$ cat src/rtl/reg_dump_uart_tx.sv
// reg_dump_uart_tx: snapshots R0..R3/R7 on start and sends them as a 22-byte UART 8N1 frame
// (0xA5 header, 20 data bytes MSB-first per word, XOR checksum).
module reg_dump_uart_tx #(
    parameter int CLKS_PER_BIT = 434
) (
    input  logic        clk,
    input  logic        reset,
    input  logic        start,
    input  logic [31:0] r0_in,
    input  logic [31:0] r1_in,
    input  logic [31:0] r2_in,
    input  logic [31:0] r3_in,
    input  logic [31:0] r7_in,
    output logic        tx,
    output logic        busy,
    output logic        done
);
    localparam int CW = (CLKS_PER_BIT > 1) ? $clog2(CLKS_PER_BIT) : 1;
    localparam logic [CW-1:0] LAST = CW'(CLKS_PER_BIT - 1);

    typedef enum logic [1:0] {IDLE, START, DATA, STOP} state_t;

    state_t         state;
    logic [159:0]   snap;
    logic [159:0]   snap_shifted;
    logic [4:0]     byte_idx;
    logic [2:0]     bit_idx;
    logic [CW-1:0]  cnt;
    logic [7:0]     csum;
    logic [7:0]     cur_byte;
    logic           bit_end;

    // Data byte k (1..20) sits at the top of the snapshot after shifting left by k-1 bytes.
    always_comb begin
        csum = '0;
        for (int i = 0; i < 20; i++) csum ^= snap[8*i +: 8];
        snap_shifted = snap << {byte_idx - 5'd1, 3'b000};
        cur_byte = (byte_idx == 5'd0)  ? 8'hA5 :
                   (byte_idx == 5'd21) ? csum  : snap_shifted[159:152];
        bit_end = (cnt == LAST);
    end

    always_ff @(posedge clk or posedge reset) begin
        if (reset) begin
            state    <= IDLE;
            tx       <= 1'b1;
            busy     <= 1'b0;
            done     <= 1'b0;
            snap     <= '0;
            byte_idx <= '0;
            bit_idx  <= '0;
            cnt      <= '0;
        end else begin
            done <= 1'b0;
            cnt  <= (state == IDLE || bit_end) ? '0 : cnt + 1'b1;
            case (state)
                IDLE: if (start) begin
                    snap     <= {r0_in, r1_in, r2_in, r3_in, r7_in};
                    state    <= START;
                    tx       <= 1'b0;
                    busy     <= 1'b1;
                    byte_idx <= '0;
                    bit_idx  <= '0;
                end
                START: if (bit_end) begin
                    state <= DATA;
                    tx    <= cur_byte[0];
                end
                DATA: if (bit_end) begin
                    if (bit_idx == 3'd7) begin
                        state <= STOP;
                        tx    <= 1'b1;
                    end else begin
                        bit_idx <= bit_idx + 3'd1;
                        tx      <= cur_byte[bit_idx + 3'd1];
                    end
                end
                STOP: if (bit_end) begin
                    bit_idx <= '0;
                    if (byte_idx == 5'd21) begin
                        state <= IDLE;
                        busy  <= 1'b0;
                        done  <= 1'b1;
                    end else begin
                        byte_idx <= byte_idx + 5'd1;
                        state    <= START;
                        tx       <= 1'b0;
                    end
                end
                default: state <= IDLE;
            endcase
        end
    end
endmodule

$ cat config.mk
export PLATFORM = sky130hd
export DESIGN_NAME = reg_dump_uart_tx
export DESIGN_NICKNAME = d
export VERILOG_FILES = /design/src/rtl/reg_dump_uart_tx.sv
export SDC_FILE = /design/constraint.sdc
export NUM_CORES = 1
export LEC_CHECK = 0
export ABC_AREA = 1
export CAP_MARGIN = 20
export CELL_PAD_IN_SITES_DETAIL_PLACEMENT = 1
export CELL_PAD_IN_SITES_GLOBAL_PLACEMENT = 1
export CORE_ASPECT_RATIO = 0.75
export CORE_UTILIZATION = 30
export DETAILED_ROUTE_END_ITERATION = 10
export PLACE_DENSITY_LB_ADDON = 0.1
export SYNTH_ARGS = -nofsm -noshare
export SYNTH_HDL_FRONTEND = slang
export SYNTH_SLANG_ARGS = --single-unit
$ cat constraint.sdc
create_clock -name clk -period 12.3 [get_ports clk]
set_clock_uncertainty 0.1 [all_clocks]
set_input_delay 2.46 -clock clk [delete_from_list [all_inputs] [get_ports clk]]
set_output_delay 2.46 -clock clk [all_outputs]
set_load 0.03 [all_outputs]
==> results.toml <==
[timing]
tns_ps = 0
finalMaxSlewViolations = 0
hold_viol = 0
whs_ps = 375.4
clock.fmax_ghz = 0.2028
tightest_slew_ps = 1030
setup_violations = 0
period_needed_ps = 4930
period_share = 0.4008
rsz0062_at_grt = "false"
max_slew_margin = 0.3132

[critical_path]
slowest_stage = "buf_4"
worstPathCellList = "clkdlybuf4s50_1 -> nand2_4 -> buf_4 -> buf_4 -> mux2_2"
cp-start-kind = "input pin"
cp_top_family = "buffers and inverters"
path_max_fanout = 59
critPathKind = "input pin to flip-flop"
cp.required_ps = 12530
path_buf_inv = 3
cp-end-kind = "flip-flop"
crit_arrival_ps = 5160
critPathMaxStageDelay_ps = 650
cpMostUsedCell = "buf_4"

[global_route]
grt-ovfl-total = 0
grt_pass1_wl_um = 57960
first_global_vias = 10560
gr-usage-all-layers = 0.1983
grt_max_degree = 96
grt_antenna_before_repair = 0

[clock_network]
clk_pin_slew_worst_paths_ps = 70
clock_latency_ps = 450
post_cts_resized = 0
cts_sinks = 182
cts_buffers = 17
clk_path_buf_depth = 2
post_cts_buffers = 0
hold_buffers = 0
root_buffer = "clkbuf_16"
tritoncts = "yes"
htreeDepth = 4

[yosys]
synth-warning-count = 0
avgSynthCellArea_sq_um = 7.503
synth.distinct_cells = 39
syn_inst = 1492
ys_seq_area_frac = 0.4070
syn-num-nets = 1667
synth-seq-cells = 182
syn_area_sq_um = 11190

[die]
die_width_um = 225.1
floorplan.die_area_sq_um = 38100
rows = 60
die_y_um = 169.3
ios = 166
start_util = 0.3081
core_area_sq_um = 36330

[final_layout]
layout-drive-gt1-share = 0.07622
area_delta_synth_final_pct = 23.26
num_antenna_cells = 0
finalNetCount = 1802
fillers = 4480

[worst_hold_path]
hold_class = "flip-flop to flip-flop"

[power]
p_comb_frac = 0.595
intPower_mw = 2.105
p_sw_mw = 2.126
power.share.clock = 0.124
p_leak_nw = 6.567
sw_frac_of_total = 0.5026
sequentialPowerShare = 0.281
power.density_nw_per_um2 = 306.6
vdd_drop_max_mv = 0.1516

[drt]
wl_per_cell_um = 17.02
drt-total-wl_um = 36350
drt_pass1_iterations = 6
drc_errors = 0
detail-route-antenna-nets = 0
vias_per_cell = 4.747
vias = 10140
first_iter_violations = 500

[place]
io_buffer_count = 165
globalplace.congestion = 0.7682
dpl.hpwl_um = 26290

[outcome]
status = "finished, final reports clean"

[run]
maxCapViolations = 0
-- cells in the final DEF, fill, tap and decap left out, drive strengths merged, types with 2 or more instances in the layout --
| master | n |
|---|---|
| o22ai | 2 |
| a21oi | 168 |
| nand4 | 2 |
| xnor2 | 47 |
| o211ai | 21 |
| buf | 11 |
| nand2 | 366 |
| xor2 | 28 |
| nor2 | 154 |
| nor3 | 7 |
| nand3b | 4 |
| clkinvlp | 6 |
| o21ai | 61 |
| clkinv | 7 |
| ha | 12 |
| nand2b | 2 |
| mux2 | 67 |
| nand3 | 125 |
| clkdlybuf4s50 | 165 |
| clkbuf | 21 |
| inv | 172 |
| nor3b | 3 |
| dfrtp | 181 |
| a31oi | 2 |
-- worst register-to-register path: stages (launching register included) --
cell	delay, ps
dfrtp_4	810
clkinv_8	440
ha_2	470
buf_4	640
o211ai_1	290
nand3_1	150
nand3_1	80
nand2_1	120
nand2_1	70
nand2_1	60
nand2_1	50
nand3_1	140
nand3_1	90
nand2_1	70
nand2_1	50
nand3_1	60
nand2_1	50
nand2_1	70
nand2_1	50
nand2_1	50
-- power groups by stage --
stage	Sequential (mW)	Clock (mW)	Combinational, mW
3_3_place_gp	1.19	0	2.47
5_1_grt	1.24	0.569	2.89
3_5_place_dp	1.20	0	2.55
6_report	1.19	0.525	2.52
4_1_cts	1.19	0.546	2.56
2_1_floorplan	1.09	0	1.94
-- logic make-up (layout without fill, tap and decap cells) --
logic type | after synthesis | in the layout | share of synthesized area
AOI/OAI and AO/OA | 257 | 257 | 0.1210
and+or+nand+nor | 665 | 665 | 0.2441
xor gates and xnor gates | 75 | 75 | 0.06002
DFF | 182 | 182 | 0.4070
muxes | 67 | 67 | 0.06740
buffers and inverters | 234 | 382 | 0.08707
adders and majority gates | 12 | 12 | 0.01341
-- path summary, 6_finish.rpt --
path / startpoint / to / slack [ps] / cells past startpoint
min in group asynchronous: reset / snap[98]$_DFFE_PP0P_ / 2310 / 2
worst min-delay path: tx$_DFFE_PP1P_ / tx$_DFFE_PP1P_ / 380 / 2
max in group asynchronous: reset / snap[83]$_DFFE_PP0P_ / 7710 / 4
worst min register to register: tx$_DFFE_PP1P_ / tx$_DFFE_PP1P_ / 380 / 2
worst max register to register: byte_idx[0]$_DFFE_PP0P_ / tx$_DFFE_PP1P_ / 8330 / 19
worst max-delay path: start / snap[127]$_DFFE_PP0P_ / 7370 / 5
-- Yosys cell counts (all sizes together) --
| library cell | instances | area [sq um] |
|---|---|---|
| clkinv | 2 | 21.27 |
| mux2 | 67 | 754.5 |
| nor4 | 1 | 12.51 |
| nor3b | 3 | 22.52 |
| a211oi | 1 | 7.510 |
| o21a | 1 | 7.510 |
| dfrtp | 181 | 4529 |
| nand3b | 4 | 30.03 |
| a31oi | 2 | 12.51 |
| a22oi | 1 | 7.510 |
| xnor2 | 47 | 419.2 |
| nand4 | 2 | 12.51 |
| o21ai | 61 | 305.3 |
| a21oi | 168 | 844.6 |
| nand2b | 2 | 12.51 |
| o211ai | 21 | 157.7 |
| buf | 22 | 135.1 |
| dfstp | 1 | 26.28 |
| nor3 | 7 | 46.30 |
| nand3 | 125 | 635.6 |
| o22ai | 2 | 12.51 |
| nand2 | 366 | 1374 |
| nor2 | 154 | 580.6 |
| clkbuf | 38 | 172.7 |
| inv | 172 | 645.6 |
| and3 | 1 | 6.260 |
| xor2 | 28 | 252.8 |
| ha | 12 | 150.1 |
-- state kept, by name, indices dropped and copies added, names as in the netlist --
| name | flops |
|---|---|
| done | 1 |
| bit_idx | 3 |
| byte_idx | 5 |
| snap | 160 |
| state | 2 |
| cnt | 9 |
| tx | 1 |
| busy | 1 |
-- per-stage QoR --
stage,utilization,instances,setup WS [ps],power (mW),cell area (sq um)
floorplan,-,1492,4798,3.021,11190
global placement,0.3649,2104,6967,3.663,13260
detailed placement,0.3649,2104,6919,3.752,13260
CTS,0.3798,2136,7402,4.304,13800
global route,0.3798,2136,7204,4.697,13800
finish,0.3798,2136,7370,4.231,13800
-- cell type report --
class	instances	area [sq um]	area share
Clock buffer	21	460.4	0.03337
Clock inverter	11	77.57	0.005622
Inverter	174	671.9	0.04869
Multi-Input combinational cell	1076	5674	0.4112
Sequential cell	182	4559	0.3304
Tap cell	496	620.6	0.04498
Timing Repair Buffer	176	1734	0.1257
-- layer usage --
| layer | vias to the layer above | GRT usage | share of wire |
|---|---|---|---|
| li1 | 5060 | - | - |
| met1 | 4922 | 0.2683 | 0.48 |
| met2 | 142 | 0.3333 | 0.47 |
| met3 | 15 | 0.03445 | 0.033 |
| met4 | 0 | 0.03638 | 0.0095 |
| met5 | - | 0 | 0 |
No activity file was read; power rests on OpenSTA's default activity.
